==> src/rtl/serial_comp_unit.sv <==
// Bit-serial complement unit: pass, two's or one's complement of an LSB-first
// operand, with a registered serial result and a parallel word + overflow flag.
module serial_comp_unit #(
    parameter int WIDTH = 8
) (
    input  logic             clk,
    input  logic             rst,
    input  logic             in_valid,
    input  logic             in_bit,
    input  logic [1:0]       mode,
    output logic             out_valid,
    output logic             out_bit,
    output logic             word_valid,
    output logic [WIDTH-1:0] word_out,
    output logic             ovf
);

    localparam int CW = (WIDTH > 1) ? $clog2(WIDTH) : 1;
    localparam logic [CW-1:0] LAST = CW'(WIDTH - 1);

    typedef enum logic [1:0] {
        S_IDLE,
        S_COPY,
        S_INV
    } state_t;

    typedef enum logic [1:0] {
        M_PASS = 2'b00,
        M_TWOS = 2'b01,
        M_ONES = 2'b10,
        M_RSVD = 2'b11
    } mode_t;

    state_t           state_q, state_d;
    logic [CW-1:0]    cnt_q, cnt_d;
    mode_t            mode_q, mode_d;
    logic [WIDTH-1:0] shift_q, shift_d;
    logic             out_bit_q, out_valid_q, word_valid_q, ovf_q, ovf_d;
    logic [WIDTH-1:0] word_out_q;
    logic             res;
    logic             last;

    always_comb begin
        // Mode is taken live only on bit 0; afterwards the latched copy governs.
        mode_d = (cnt_q == '0) ? mode_t'(mode) : mode_q;
        last   = (cnt_q == LAST);

        case (mode_d)
            M_TWOS:  res = (state_q == S_INV) ? ~in_bit : in_bit;
            M_ONES:  res = ~in_bit;
            default: res = in_bit;
        endcase

        if (last)
            state_d = S_IDLE;
        else if (state_q == S_INV)
            state_d = S_INV;
        else
            state_d = in_bit ? S_INV : S_COPY;

        cnt_d   = last ? '0 : cnt_q + 1'b1;
        shift_d = {res, shift_q[WIDTH-1:1]};
        // Operand is the most-negative value: only the MSB is set.
        ovf_d   = (mode_d == M_TWOS) && (state_q != S_INV) && in_bit;
    end

    always_ff @(posedge clk or posedge rst) begin
        if (rst) begin
            state_q      <= S_IDLE;
            cnt_q        <= '0;
            mode_q       <= M_PASS;
            shift_q      <= '0;
            out_bit_q    <= 1'b0;
            out_valid_q  <= 1'b0;
            word_valid_q <= 1'b0;
            word_out_q   <= '0;
            ovf_q        <= 1'b0;
        end else begin
            out_valid_q  <= in_valid;
            word_valid_q <= in_valid && last;
            if (in_valid) begin
                state_q   <= state_d;
                cnt_q     <= cnt_d;
                mode_q    <= mode_d;
                shift_q   <= shift_d;
                out_bit_q <= res;
                if (last) begin
                    word_out_q <= shift_d;
                    ovf_q      <= ovf_d;
                end
            end
        end
    end

    assign out_valid  = out_valid_q;
    assign out_bit    = out_bit_q;
    assign word_valid = word_valid_q;
    assign word_out   = word_out_q;
    assign ovf        = ovf_q;

endmodule
==> config.mk <==
export PLATFORM = sky130hd
export DESIGN_NAME = serial_comp_unit
export DESIGN_NICKNAME = d
export VERILOG_FILES = /design/src/rtl/serial_comp_unit.sv
export SDC_FILE = /design/constraint.sdc
export NUM_CORES = 1
export LEC_CHECK = 0
export BUFFER_PORTS_ARGS = -buffer_cell sky130_fd_sc_hd__buf_2
export CORE_ASPECT_RATIO = 0.6
export CORE_MARGIN = 4
export CORE_UTILIZATION = 30
export CTS_BUF_LIST = sky130_fd_sc_hd__clkbuf_2 sky130_fd_sc_hd__clkbuf_4 sky130_fd_sc_hd__clkbuf_8
export DETAILED_ROUTE_END_ITERATION = 12
export GPL_ROUTABILITY_DRIVEN = 0
export MAX_ROUTING_LAYER = met4
export SLEW_MARGIN = 20
export SYNTH_ARGS = -nofsm -noshare
export SYNTH_HDL_FRONTEND = slang
export SYNTH_SLANG_ARGS = --single-unit
==> constraint.sdc <==
create_clock -name clk -period 2.4 [get_ports clk]
set_input_delay 0.48 -clock clk [delete_from_list [all_inputs] [get_ports clk]]
set_output_delay 0.48 -clock clk [all_outputs]
set_load 0.005 [all_outputs]
**Word-level counts from Yosys, hierarchy flattened**

Index checks and enable logic that the tools add are counted.

- $add $sub $neg: 1
- $mul: 0
- Div/mod/pow operators: 0
- Magnitude comparators: 0
- Eq/ne operators: 5
- Shift-type cells: 0
- Muxes and demuxes: 7
- Bitwise logic cells: 1
- Reduce and logical (&&, ||, !) cells: 5

Operators with widths:

| cell | count |
|---|---|
| $mux 2 | 4 |
| $eq 2x2->1 const B | 2 |
| $add 3x1->3 const B | 1 |
| $eq 3x3->1 const B | 1 |
| $logic_and 1x1->1 | 3 |
| $logic_not 3->1 | 1 |
| $mux 3 | 1 |
| $eq 2x1->1 const B | 1 |
| $ne 2x2->1 const B | 1 |
| $pmux 1 s2 | 1 |
| $reduce_and 2->1 | 1 |
| $mux 1 | 1 |
| $not 1->1 | 1 |

- Flip-flop bits (word level): 27
- Latch bits: 0
- RAM bits: 0
- Memory bits (read-only): 0
- Input bits: 6
- Output and inout bits: 12
- Word-level logic and storage cells: 28
- Memories: 0

**Depth between registers and ports, before layout**

- Depth after elaboration: 5
- Mapped depth: 8
- Depth with buffers taken out: 8

**Worst setup path after synthesis**

OpenSTA, ideal clock, no wires.

- Path kind: register to register
- Start: register cnt_q[0]
- End: register shift_q[7]
- Library setup time: 133 ps
- Data arrival time: 1647 ps
- Data required time: 2267 ps
- Path slack: 620 ps
- Stages on the path, launching flop included: 9
- Buffers on the path: 0
- Clock period less this slack: 1780 ps
- Cells stage by stage: dfrtp_1 inv_1 ha_1 and2b_2 mux2i_1 inv_1 ha_1 a221oi_1 o31ai_1

- Word-level cells in the longest chain between the ends: 4
- Elaborated cells between the ends (all ways): 5
- Those cells by class: eq/ne: 2; mux: 2; reduce/logical: 1

RTL lines:

| what | line | source |
|---|---|---|
| from (decl) | 35 | `logic [CW-1:0] cnt_q, cnt_d;` |
| from (signal assigned) | 83 | `cnt_q <= cnt_d;` |
| $logic_not 3->1 (*) | 45 | `mode_d = (cnt_q == '0) ? mode_t'(mode) : mode_q;` |
| $mux 2 (*) | 45 |  |
| via mode_d[1] | 36 | `mode_t mode_q, mode_d;` |
| $eq 2x2->1 or $eq 2x1->1 (tied branches) | 48 | `case (mode_d)` |
| $pmux 1 s2 (*) | 48 |  |
| to (signal assigned) | 85 | `shift_q <= shift_d;` |
| to (decl) | 37 | `logic [WIDTH-1:0] shift_q, shift_d;` |

The timed path passes the listed nets; every way through them passes the cells marked *.
A chain may end at the register's enable or synchronous reset.

**Worst setup path in the final report**

- Start: register cnt_q[0]
- End: register word_out_q[7] (netlist: word_out[7])

- Word-level cells in the longest chain between the ends: 4
- Elaborated cells between the ends (all ways): 7
- Those cells by class: eq/ne: 3; mux: 2; reduce/logical: 2

RTL lines:

| what | line | source |
|---|---|---|
| $logic_not 3->1 (*) | 45 |  |
| $mux 2 (*) | 45 |  |
| via mode_d[1] | 36 |  |
| $eq 2x2->1 or $eq 2x1->1 (tied branches) | 48 |  |
| $pmux 1 s2 (*) | 48 |  |
| to (signal assigned) | 88 | `word_out_q <= shift_d;` |
| to (decl) | 39 | `logic [WIDTH-1:0] word_out_q;` |

Marked as above.

==> out/metrics.yaml <==
slew_violations: 0
grtUsageTotal_pct: 8.700
root_buffer: "clkbuf_8"
crit_path_start: "cnt_q[0]"
crit_end: "word_out[7]"
wl_um: 1794
drv_cap: 0
cts_made_buffers: 3
finalCritPeriodShare_pct: 79.81
pwr_density_cell_nw_per_um2: 1141
num_vias: 641
pre_cts_ws_ns: 0.4811
tns_ns: 0
grt_pass1_vias: 655
hold_path_class: "input port to async pin"
pwr-share-clk_pct: 16.5
critical_path_required_ns: 2.54
dp_hpwl_um: 1385
syn_inst: 81
setup_viol: 0
cts_resized: 0
htree_num_levels: 1
worst_slack_ns: 0.4845
rsz0062_at_grt: "no"
cts_tree: "built"
critPathLaunchType: "flop"
crit_path_end_kind: "flop"
fillers: 342
slowest_stage: "dfrtp_1"
tightestPinTransition_ns: 0.3278
die_area_sq_um: 4730
via_per_inst: 4.390
yosysTopAreaCell: "dfrtp_1"
power_switching_w: 0.0004437
status: "finished clean"
area_growth_syn_to_layout_pct: 16.27
clock_path_buffers: 2
crit_type: "flop to flop"
fp.dieH_um: 54.90
path_cells: "inv_1 -> ha_1 -> and2b_2 -> mux2i_1 -> inv_1 -> ha_1 -> a221oi_1 -> o31ai_1"
timing.final.hold_violations: 0
remaining_drc_errors: 0
worstReg2RegStart: "cnt_q[0]"
ys_seq_area_share_pct: 56.88
portBuffers: 17
grt_max_degree: 26
ir_worst_vdd_v: 0.0004131
initial_utilization_pct: 32.51
nets: 115
path_max_fanout: 3
grt_pass1_wl_um: 3091
cts.sinks: 25
synth_top_area_share_pct: 56.88
layout-drive-gt1-share_pct: 40.59
rows: 16
first_iter_violations: 6
netlist_area_sq_um: 1100
seqPwrFrac_pct: 48.5
grt_overflow: 0
reg2reg_slack_ns: 0.48
combPwrFrac_pct: 35.0
yosys_register_bits: 25
antenna_left: 0
synth_warnings: 0
finClkSkew_ns: 0.004390
post-cts-setup-buffers: 0
p_int_w: 0.001016
io_pins: 18
p_leak_nw: 0.6655
synth_cell_types: 22
cts_hold_buf: 0
antenna_found_initial: 0
r2r_cells: 8
detail_route.wl_per_cell_um: 12.29
max_stage_delay_ns: 0.38
yosys-top-cells-area: "dfrtp_1 57%, mux2_2 11%, ha_1 8.0%, mux2_4 6.8%, inv_1 2.7%"
syn_nets: 94
path_clk_slew_ns: 0.08
core_sq_um: 3383
synth.avg_cell_area_sq_um: 13.58
switching_share_pct: 30.40
maxSlewHeadroom_pct: 78.15
r2r-end: "word_out[7]"
clock.fmax_mhz: 522.1
n_antenna_cell: 0
min_period_ns: 1.915
drtPass1Iterations: 2
critPathArrivalTime_ns: 2.06
clkLatencyLatePin_ns: 0.26
die_w_um: 86.17
[registers in the layout, summed over array words and instances (netlist names)]
register / count
word_out: 8
shift_q: 7
word_valid: 1
out_valid: 1
state_q: 2
ovf: 1
cnt_q: 3
mode_q: 2
[worst min-delay path by stage]
stage	from	endpoint	slack (ns)	cells past startpoint
after global placement	ovf	ovf	0.47	2
after floorplan	state_q[0]	state_q[0]	0.47	1
final	rst	word_out[0]	0.25	3
after CTS	rst	word_out[0]	0.26	3
after detailed placement	state_q[0]	state_q[0]	0.49	1
after global routing	rst	ovf	0.28	3
[cells in the final DEF, fill, tap and decap left out, drive strengths merged]
cell | synthesis | final
a221oi | 1 | 1
clkbuf | 0 | 3
a22o | 2 | 2
or3 | 1 | 1
buf | 2 | 18
nand3 | 1 | 1
mux2i | 2 | 2
nand2b | 1 | 1
mux2 | 16 | 16
dfrtp | 25 | 25
o21ai | 3 | 3
nor2b | 1 | 1
nand2 | 6 | 6
clkinv | 0 | 1
nor2 | 1 | 1
and2b | 1 | 1
ha | 7 | 7
o31ai | 2 | 2
inv | 9 | 9
[power by group through the flow]
stage	logic, W	clock network (W)	registers (W)
5_1_grt	0.000584	0.000273	0.000731
6_report	0.000511	0.000241	0.000707
3_3_place_gp	0.000502	0	0.000712
3_5_place_dp	0.000522	0	0.000721
4_1_cts	0.000524	0.000253	0.000711
2_1_floorplan	0.000364	0	0.000703
[cells in the mapped netlist (all sizes together)]
cell and n:
nand2 6, buf 2, nor2b 1, a22o 2, a221oi 1, nand2b 1, and2b 1, or3 1
o21ai 3, inv 9, nor2 1, mux2i 2, o31ai 2, ha 7, nand3 1, dfrtp 25
mux2 16
[cells by family (layout without fill, tap and decap cells)]
| kind of cell | Yosys count | count (layout) | share of synthesized area [%] |
|---|---|---|---|
| flops | 25 | 25 | 56.88 |
| mux | 18 | 18 | 19.91 |
| simple gates | 12 | 12 | 5.576 |
| buf+inv | 11 | 31 | 4.550 |
| compound gates | 8 | 8 | 5.119 |
| fa+ha+maj | 7 | 7 | 7.963 |
[critical path, delay by kind of cell (launching register included)]
family	cells	cell delay, ns
adders and majority gates	2	0.46
AOI/OAI and AO/OA	2	0.42
DFF	1	0.38
and+or+nand+nor	1	0.22
muxes	1	0.20
buffers and inverters	2	0.13
[stage by stage]
| step | hold slack [ns] | util (%) | total power (W) | instances | cell area (sq um) |
|---|---|---|---|---|---|
| floorplan | 0.4705 | - | 0.001066 | 81 | 1100 |
| global placement | 0.4749 | 36.43 | 0.001213 | 142 | 1232 |
| detailed placement | 0.4911 | 36.43 | 0.001243 | 142 | 1232 |
| CTS | 0.2563 | 37.80 | 0.001489 | 146 | 1279 |
| global route | 0.2793 | 37.80 | 0.001589 | 146 | 1279 |
| finish | 0.2462 | 37.80 | 0.001460 | 146 | 1279 |
[routing by layer]
| metal | vias to the layer above | track usage [%] | share of wire [%] |
|---|---|---|---|
| li1 | 314 | - | - |
| met1 | 311 | 10.89 | 47 |
| met2 | 16 | 13.43 | 45 |
| met3 | 0 | 4.142 | 7.9 |
| met4 | 0 | 0.7895 | 0 |
| met5 | - | - | 0 |
[area by class of cell]
cell class	instances	area, sq um	share of cell area [%]
inverter	9	33.78	2.642
timing repair buffer	18	92.59	7.241
clock inverter	1	5.005	0.3914
tap	45	56.30	4.403
sequential	25	625.6	48.92
multi-input combinational	45	424.2	33.17
clock buffer	3	41.29	3.229
No activity file was read; power rests on OpenSTA's default activity.
